<file path="src/rtl/led_pkg.sv">
// Shared definitions for the WS2812 frame path: sequencer state encoding,
// GRB packing helper and serializer timing constants used alongside led_control.
// No ports; imported by led_frame_sequencer and pixel_scaler.
package led_pkg;

    // Serializer timing, kept identical to led_control.
    localparam int BITS_PER_PIXEL = 24;
    localparam int LATCH_CYCLES   = 5000;

    typedef enum logic [2:0] {
        ST_IDLE,
        ST_FETCH,
        ST_WAIT_RD,
        ST_PRESENT,
        ST_XMIT,
        ST_FLUSH
    } seq_state_e;

    // WS2812 parts shift green first, then red, then blue.
    function automatic logic [23:0] grb_pack(input logic [7:0] r,
                                             input logic [7:0] g,
                                             input logic [7:0] b);
        return {g, r, b};
    endfunction

endpackage

</file>
<file path="src/rtl/pixel_scaler.sv">
// Combinational RGB x brightness scaling with GRB reorder.
// Ports: rgb {R,G,B} in, brightness in, grb {G',R',B'} out; chan' = (chan*brightness)>>8.
// Pure logic, zero latency, no flow control.
module pixel_scaler (
    input  logic [23:0] rgb,
    input  logic [7:0]  brightness,
    output logic [23:0] grb
);
    import led_pkg::*;

    logic [15:0] r_prod;
    logic [15:0] g_prod;
    logic [15:0] b_prod;

    // Truncating upper byte of the 16-bit product: full scale 255 maps 255 -> 254.
    always_comb begin
        r_prod = 16'(rgb[23:16]) * 16'(brightness);
        g_prod = 16'(rgb[15:8])  * 16'(brightness);
        b_prod = 16'(rgb[7:0])   * 16'(brightness);
        grb    = grb_pack(r_prod[15:8], g_prod[15:8], b_prod[15:8]);
    end

endmodule

</file>
<file path="src/rtl/led_frame_sequencer.sv">
// Frame sequencer: reads NUM_LEDS pixels, scales them, and feeds led_control one GRB word at a time.
// Ports: frame_req/brightness in; rd_en/rd_addr/rd_data frame-buffer port; drv_* serializer controls;
// frame_busy/frame_done/error status. Prefetches the next pixel while the current one shifts out.
module led_frame_sequencer #(
    parameter int NUM_LEDS       = 24,
    parameter int RD_LATENCY     = 2,
    parameter int ACCEPT_TIMEOUT = 16384,
    localparam int AW = (NUM_LEDS > 1) ? $clog2(NUM_LEDS) : 1
) (
    input  logic          clk,
    input  logic          rst,
    input  logic          frame_req,
    input  logic [7:0]    brightness,
    output logic          rd_en,
    output logic [AW-1:0] rd_addr,
    input  logic [23:0]   rd_data,
    output logic [23:0]   drv_data,
    output logic          drv_valid,
    output logic          drv_last,
    input  logic          drv_busy,
    input  logic          drv_pixel_lit,
    output logic          frame_busy,
    output logic          frame_done,
    output logic          error
);
    import led_pkg::*;

    localparam int TW = $clog2(ACCEPT_TIMEOUT + 1);

    seq_state_e            state_q, state_d;
    logic [AW-1:0]         idx_q, idx_d;
    logic [7:0]            bright_q, bright_d;
    logic [RD_LATENCY-1:0] rd_pipe_q, rd_pipe_d;
    logic [23:0]           drv_data_q, drv_data_d;
    logic [23:0]           pf_data_q, pf_data_d;
    logic                  pf_vld_q, pf_vld_d;
    logic                  pf_issue_q, pf_issue_d;
    logic                  lit_seen_q, lit_seen_d;
    logic [TW-1:0]         to_cnt_q, to_cnt_d;
    logic                  frame_busy_q, frame_busy_d;
    logic                  frame_done_q, frame_done_d;
    logic                  error_q, error_d;

    logic [23:0] scaled_grb;
    logic        last_pix;
    logic        rd_ret;
    logic        lit_go;

    pixel_scaler u_scaler (
        .rgb        (rd_data),
        .brightness (bright_q),
        .grb        (scaled_grb)
    );

    assign last_pix = (idx_q == AW'(NUM_LEDS - 1));
    // rd_pipe tracks outstanding reads; the top bit marks the cycle rd_data is valid.
    assign rd_ret   = rd_pipe_q[RD_LATENCY-1];
    // A completion that arrives before the prefetch returns is remembered, not lost.
    assign lit_go   = drv_pixel_lit | lit_seen_q;

    // State register
    always_ff @(posedge clk) begin
        if (rst) begin
            state_q      <= ST_IDLE;
            idx_q        <= '0;
            bright_q     <= '0;
            rd_pipe_q    <= '0;
            drv_data_q   <= '0;
            pf_data_q    <= '0;
            pf_vld_q     <= 1'b0;
            pf_issue_q   <= 1'b0;
            lit_seen_q   <= 1'b0;
            to_cnt_q     <= '0;
            frame_busy_q <= 1'b0;
            frame_done_q <= 1'b0;
            error_q      <= 1'b0;
        end else begin
            state_q      <= state_d;
            idx_q        <= idx_d;
            bright_q     <= bright_d;
            rd_pipe_q    <= rd_pipe_d;
            drv_data_q   <= drv_data_d;
            pf_data_q    <= pf_data_d;
            pf_vld_q     <= pf_vld_d;
            pf_issue_q   <= pf_issue_d;
            lit_seen_q   <= lit_seen_d;
            to_cnt_q     <= to_cnt_d;
            frame_busy_q <= frame_busy_d;
            frame_done_q <= frame_done_d;
            error_q      <= error_d;
        end
    end

    // Next-state and datapath
    always_comb begin
        state_d      = state_q;
        idx_d        = idx_q;
        bright_d     = bright_q;
        rd_pipe_d    = (rd_pipe_q << 1) | RD_LATENCY'(rd_en);
        drv_data_d   = drv_data_q;
        pf_data_d    = pf_data_q;
        pf_vld_d     = pf_vld_q;
        pf_issue_d   = 1'b0;
        lit_seen_d   = lit_seen_q;
        to_cnt_d     = '0;
        frame_busy_d = frame_busy_q;
        frame_done_d = 1'b0;
        error_d      = error_q;

        // Any read returning outside WAIT_RD is a prefetch of the following pixel.
        if (rd_ret && state_q != ST_WAIT_RD) begin
            pf_data_d = scaled_grb;
            pf_vld_d  = 1'b1;
        end

        case (state_q)
            ST_IDLE: begin
                if (frame_req) begin
                    state_d      = ST_FETCH;
                    bright_d     = brightness;
                    idx_d        = '0;
                    frame_busy_d = 1'b1;
                    error_d      = 1'b0;
                    pf_vld_d     = 1'b0;
                    lit_seen_d   = 1'b0;
                end
            end
            ST_FETCH: state_d = ST_WAIT_RD;
            ST_WAIT_RD: begin
                if (rd_ret) begin
                    drv_data_d = scaled_grb;
                    state_d    = ST_PRESENT;
                end
            end
            ST_PRESENT: begin
                to_cnt_d = to_cnt_q + TW'(1);
                // Busy rises the cycle after the serializer takes the word.
                if (drv_busy) begin
                    state_d    = ST_XMIT;
                    pf_issue_d = !last_pix;
                end else if (to_cnt_q == TW'(ACCEPT_TIMEOUT - 1)) begin
                    state_d      = ST_IDLE;
                    error_d      = 1'b1;
                    frame_done_d = 1'b1;
                    frame_busy_d = 1'b0;
                end
            end
            ST_XMIT: begin
                if (drv_pixel_lit) lit_seen_d = 1'b1;
                if (lit_go && last_pix) begin
                    state_d    = ST_FLUSH;
                    lit_seen_d = 1'b0;
                end else if (lit_go && pf_vld_q) begin
                    state_d    = ST_PRESENT;
                    idx_d      = idx_q + AW'(1);
                    drv_data_d = pf_data_q;
                    pf_vld_d   = 1'b0;
                    lit_seen_d = 1'b0;
                end
            end
            ST_FLUSH: begin
                // Busy falls only once the serializer's latch period has elapsed.
                if (!drv_busy) begin
                    state_d      = ST_IDLE;
                    frame_done_d = 1'b1;
                    frame_busy_d = 1'b0;
                end
            end
            default: state_d = ST_IDLE;
        endcase
    end

    // Outputs
    always_comb begin
        rd_en      = (state_q == ST_FETCH) || pf_issue_q;
        rd_addr    = pf_issue_q ? (idx_q + AW'(1)) : idx_q;
        drv_valid  = (state_q == ST_PRESENT);
        drv_last   = ((state_q == ST_PRESENT) || (state_q == ST_XMIT)) && last_pix;
        drv_data   = drv_data_q;
        frame_busy = frame_busy_q;
        frame_done = frame_done_q;
        error      = error_q;
    end

endmodule
</file>
<file path="config.mk">
export PLATFORM = sky130hd
export DESIGN_NAME = led_frame_sequencer
export DESIGN_NICKNAME = d
export VERILOG_FILES = /design/src/rtl/led_pkg.sv /design/src/rtl/pixel_scaler.sv /design/src/rtl/led_frame_sequencer.sv
export SDC_FILE = /design/constraint.sdc
export NUM_CORES = 1
export LEC_CHECK = 0
export BUFFER_PORTS_ARGS = -buffer_cell sky130_fd_sc_hd__buf_4
export CAP_MARGIN = 30
export CORE_AREA = 3 3 132 134
export CTS_BUF_LIST = sky130_fd_sc_hd__clkbuf_8
export DETAILED_ROUTE_END_ITERATION = 8
export DIE_AREA = 0 0 135 137
export PLACE_DENSITY = 0.81
export SKIP_CTS_REPAIR_TIMING = 1
export SYNTH_ARGS = -nofsm -noshare
export SYNTH_HDL_FRONTEND = slang
export SYNTH_HIERARCHICAL = 1
export SYNTH_SLANG_ARGS = --single-unit
export TNS_END_PERCENT = 30
</file>
<file path="constraint.sdc">
create_clock -name clk -period 15.8 [get_ports clk]
set_clock_uncertainty 0.2 [all_clocks]
set_input_delay 3.95 -clock clk [delete_from_list [all_inputs] [get_ports clk]]
set_output_delay 3.95 -clock clk [all_outputs]
set_load 0.1 [all_outputs]
</file>
# [Word-level counts from Yosys, hierarchy flattened]
# Cells that the tools add are included.
[word_totals] regBits=87 in_bits=37 output_inout_bits=35 word_cells=100
[classes] n_addsub=2 multipliers=3 eq_ne=18 mux=39 bitwise_logic=4 reduce_logical=21
[op_table] cell="2-to-1 mux 24 bit" count=3
[op_table] cell="multiplier 8 x 8 -> 16 bit" count=3
[op_table] cell="case mux 24 bit (2 select lines)" count=1
[op_table] cell="2-to-1 mux 3 bit" count=7
[op_table] cell="2-to-1 mux 5 bit" count=4
[op_table] cell="case mux 3 bit (6 select lines)" count=1
[op_table] cell="2-to-1 mux 1 bit" count=17
[op_table] cell="adder 15 x 1 -> 15 bit, second input constant" count=1
[op_table] cell="== test 15 x 14 -> 1 bit, second input constant" count=1
[op_table] cell="!= test 2 bit, second input constant" count=6
[op_table] cell="AND reduction 4 bit" count=3
[op_table] cell="case mux 5 bit (2 select lines)" count=1
[op_table] cell="AND reduction 5 bit" count=2
[op_table] cell="case mux 1 bit (2 select lines)" count=4
[op_table] cell="== test 3 x 2 -> 1 bit, second input constant" count=2
[op_table] cell="== test 3 bit, second input constant" count=2
[op_table] cell="nonzero test 2 bit" count=3
[op_table] cell="adder 5 x 1 -> 5 bit, second input constant" count=1
[op_table] cell="== test 5 bit, second input constant" count=1
[op_table] cell="logical AND 1 bit" count=4
[op_table] cell="!= test 4 bit, second input constant" count=1
[op_table] cell="== test 3 x 1 -> 1 bit, second input constant" count=1
[op_table] cell="zero test 3 bit" count=1
[op_table] cell="!= test 3 x 1 -> 1 bit, second input constant" count=1
[op_table] cell="14 further kinds" count=16

# [Logic depth before layout (Yosys ltp)]
[depth] depth_word=6 mapped_depth=19 depth_no_buf=17

# [Modules after synthesis]
# Netlist, hierarchy kept.
[modules_own_cells] mod="pixel_scaler" n_inst=1 cells_each=687 area_each_um2=6010.8
[modules_own_cells] mod="led_frame_sequencer" n_inst=1 cells_each=461 area_each_um2=3762.4

# [Worst setup path after synthesis]
# Ideal clock, no wire load.
[synth_timing] path_kind="in2reg" start="input rd_data[7]" end="register drv_data_q[7] (netlist: drv_data[7])" setup_ps=91 arrival_time_ps=7734 setup_slack_ps=7775 cell_stages=15 cell_sequence="and2_1 > fa_1 > fa_1 > fa_1 > inv_1 > fa_1 > inv_1 > ha_1 > a21o_1 > a221oi_1 > o21ai_1 > a211oi_2 > xnor2_1 > nand2_1 > a311oi_1"
[synth_between] elab_chain_cells=3
[synth_rtl] element="from (decl)" line="led_frame_sequencer.sv:16" text="input logic [23:0] rd_data,"
[synth_rtl] element="multiplier 8 x 8 -> 16 bit" line="pixel_scaler.sv:19" text="b_prod = 16'(rgb[7:0]) * 16'(brightness);"
[synth_rtl] element="net scaled_grb[7]" line="led_frame_sequencer.sv:44" text="logic [23:0] scaled_grb;"
[synth_rtl] element="2-to-1 mux 24 bit" line="led_frame_sequencer.sv:130" text="if (rd_ret) begin"
[synth_rtl] element="case mux 24 bit (2 select lines)" line="led_frame_sequencer.sv:116" text="case (state_q)"
[synth_rtl] element="to (signal assigned)" line="led_frame_sequencer.sv:82" text="drv_data_q <= drv_data_d;"
[synth_rtl] element="to (decl)" line="led_frame_sequencer.sv:34" text="logic [23:0] drv_data_q, drv_data_d;"
# The timed path passes the listed nets, and every way through them passes these cells. The select of a mux whose other input is x is not followed.
# A chain may end at the register's enable or synchronous reset.

# [Worst setup path in the final report]
[layout_timing] start="input rd_data[6]" end="register drv_data_q[7] (netlist: drv_data[7])"
# The elaborated chain is that of the path after synthesis.

==> results.yml <==
setup_path:
  worst_setup_path_start_kind: "primary input"
  worst-path-max-fanout: 8
  critical_path_arrival_ns: 8.17
  critPathCaptureType: "flip-flop"
  worstReg2RegStart: "bright_q[3]$_SDFFE_PP0P_"
  worstSetupPathType: "primary input to flip-flop"
  cp.required_ns: 15.87
  crit_start: "rd_data[6]"
synthesis:
  postSynthNetCount: 1391
  yosysSeqAreaShare_pct: 17.82
  synth_cell_type_count: 78
  yosys_warnings: 6
  synth_top_area_share_pct: 21.51
  synth_seq_cells: 87
  synthCells: 1148
  syn_area_mm2: 0.009773
  synth.area.top_cells: "fa_1 (22%), dfxtp_1 (18%), ha_1 (13%)"
  syn_area_per_cell_um2: 8.513
  ys.flop_type: "dfxtp_1"
  synth_commonest_cells: "nand2_1 (171), and2_1 (142), inv_1 (129), fa_1 (105), ha_1 (101)"
  synth_enable_flop_cells: 0
  synth.most_common_cell: "nand2_1"
  synth-async-reset-ratio_pct: 0
  synth_top_cell_by_area: "fa_1"
timing:
  rsz0062_at_grt: "false"
  tns_ns: 0
  fmax_mhz: 123.5
  slew_viol_final: 0
  hold_viol: 0
  finalCritPeriodShare_pct: 51.24
  setup_viol: 0
  finalCriticalPeriod_ns: 8.095
  relSlewSlack_pct: 32.27
  tightest_slew_ns: 1.015
floorplanning:
  die_h_um: 137
  die_w_um: 135
  start_util_pct: 59.57
  ios: 72
  placementRows: 47
  die-area_mm2: 0.01850
  fp.coreArea_mm2: 0.01641
global_route:
  met3_usage_pct: 3.199
  grt_pass1_wl_um: 37650
  grt_pass1_vias: 7852
  use_met2_pct: 41.13
  grt_overflow: 0
  grt.total_usage_pct: 24.80
  met1_usage_pct: 34.66
  grt_max_degree: 75
  antenna_found_initial: 0
  top_usage_layer: "met2"
clock_tree:
  cts.sinks: 87
  cts_buffer_depth: 2
  cts_buffers: 9
  clockRootBuffer: "clkbuf_8"
  cts_max_level: 3
  cts_tree: "yes"
  clk_pin_slew_ns: 0.08
  clk_latency_ns: 0.36
placement:
  dp.final_hpwl_um: 16530
  gp_congestion: 0.8825
  numPortBuffers: 71
min_path:
  hold_path_class: "flip-flop to flip-flop"
  worstHoldStart: "pf_data_q[17]$_SDFFE_PP0P_"
final_layout:
  syn_to_final_growth_pct: 8.322
  nets: 1426
  final_core_util_pct: 64.52
  drive_gt1_share_pct: 10.44
  fillers: 1452
  diodes: 0
drt:
  num_vias: 7861
  ant_nets: 0
  post_drt_via_cell_ratio: 5.583
  drc: 0
  drt_pre_antenna_iters: 5
  drt_iter0_markers: 611
  drt-total-wl_um: 21950
  routedWlPerCell_um: 15.59
outcome:
  outcome: "complete, no violations"
pwr:
  irDropWorstVdd_mv: 0.09523
  power_density_mw_per_mm2: 92.06
  p_leak_nw: 5.084
  fin_total_pwr_mw: 0.9746
run:
  cap_violations: 0
==> sequential cells by signal (all words and copies together) (netlist names), 2 cells and up <==
register / cells
drv_data: 24
pf_data_q: 24
to_cnt_q: 15
bright_q: 8
idx_q: 5
state_q: 3
rd_pipe_q: 2
==> report_power, final <==
group / internal, mW / switching (mW) / total, mW
Sequential: 0.235 / 0.0343 / 0.269
Clock: 0.0572 / 0.0792 / 0.136
Combinational: 0.219 / 0.350 / 0.569
==> placed cells by master (no fill, tap or decap), types with 3 or more instances in the layout <==
master	netlist	final
a211o_1	3	3
a21o_1	13	13
a21oi_1	60	60
a311oi_1	24	24
a31oi_1	3	3
and2_1	142	142
and3_1	6	6
buf_4	0	78
clkbuf_8	0	9
clkinv_2	0	3
dfxtp_1	87	87
fa_1	105	105
ha_1	101	101
inv_1	129	129
mux2i_1	5	5
nand2_1	171	171
nand2b_1	7	7
nand3_1	13	13
nand4_1	11	11
nor2_1	62	62
nor2b_1	10	10
nor3_1	12	12
nor4_1	6	6
o21a_1	5	5
o21ai_0	7	7
o21ai_1	5	5
o21bai_1	3	3
o22ai_1	3	3
xnor2_1	26	26
xor2_1	13	13
==> critical path, cell delays in order <==
cell and delay, ns:
buf_4 0.14, and2_1 0.18, fa_1 0.53, fa_1 0.52
fa_1 0.51, inv_1 0.05, fa_1 0.48, inv_1 0.05
ha_1 0.34, and3_1 0.21, a221oi_1 0.26, o21ai_1 0.17
a211oi_2 0.26, xnor2_1 0.18, nand2_1 0.08, a311oi_1 0.26
==> stage by stage <==
step	area [um^2]	hold WS, ns	std cells	setup slack, ns
2_1_floorplan	9773	0.2138	1148	7.775
3_3_place_gp	10410	0.2242	1392	7.433
3_5_place_dp	10410	0.2469	1392	7.334
4_1_cts	10590	0.2583	1408	7.740
5_1_grt	10590	0.2799	1408	7.465
6_report	10590	0.2588	1408	7.705
==> logic make-up after synthesis <==
group | Yosys count | share of synthesized area, %
multiplexers | 7 | 0.7425
adder cells (fa/ha/maj) | 206 | 34.44
AO/OA/AOI/OAI | 157 | 11.60
XOR/XNOR | 39 | 3.495
AND/OR/NAND/NOR | 469 | 24.62
flip-flops | 87 | 17.82
buffers and inverters | 183 | 7.284
==> worst paths after layout <==
check / depth (start not counted) / slack [ns] / to
setup / recovery: 16 / 7.70 / drv_data[7]$_SDFFE_PP0P_
hold / removal: 2 / 0.26 / pf_data_q[17]$_SDFFE_PP0P_
setup reg to reg: 16 / 10.41 / drv_data[12]$_SDFFE_PP0P_
hold reg to reg: 2 / 0.26 / pf_data_q[17]$_SDFFE_PP0P_
==> area by class of cell <==
cell class,instances,area [um^2],share of cell area [%]
clock buffer,9,123.9,1.170
sequential,87,1742,16.45
multi-input combinational,878,7327,69.21
tap,220,275.3,2.600
clock inverter,7,48.80,0.4609
inverter,129,484.2,4.574
timing repair buffer,78,585.6,5.531
==> layer usage <==
| layer | part of all wire [%] | vias to the layer above |
|---|---|---|
| li1 | - | 3829 |
| met1 | 46 | 3813 |
| met2 | 48 | 188 |
| met3 | 4.4 | 31 |
| met4 | 1.5 | 0 |
| met5 | 0 | - |
No activity file was read; power rests on OpenSTA's default activity.
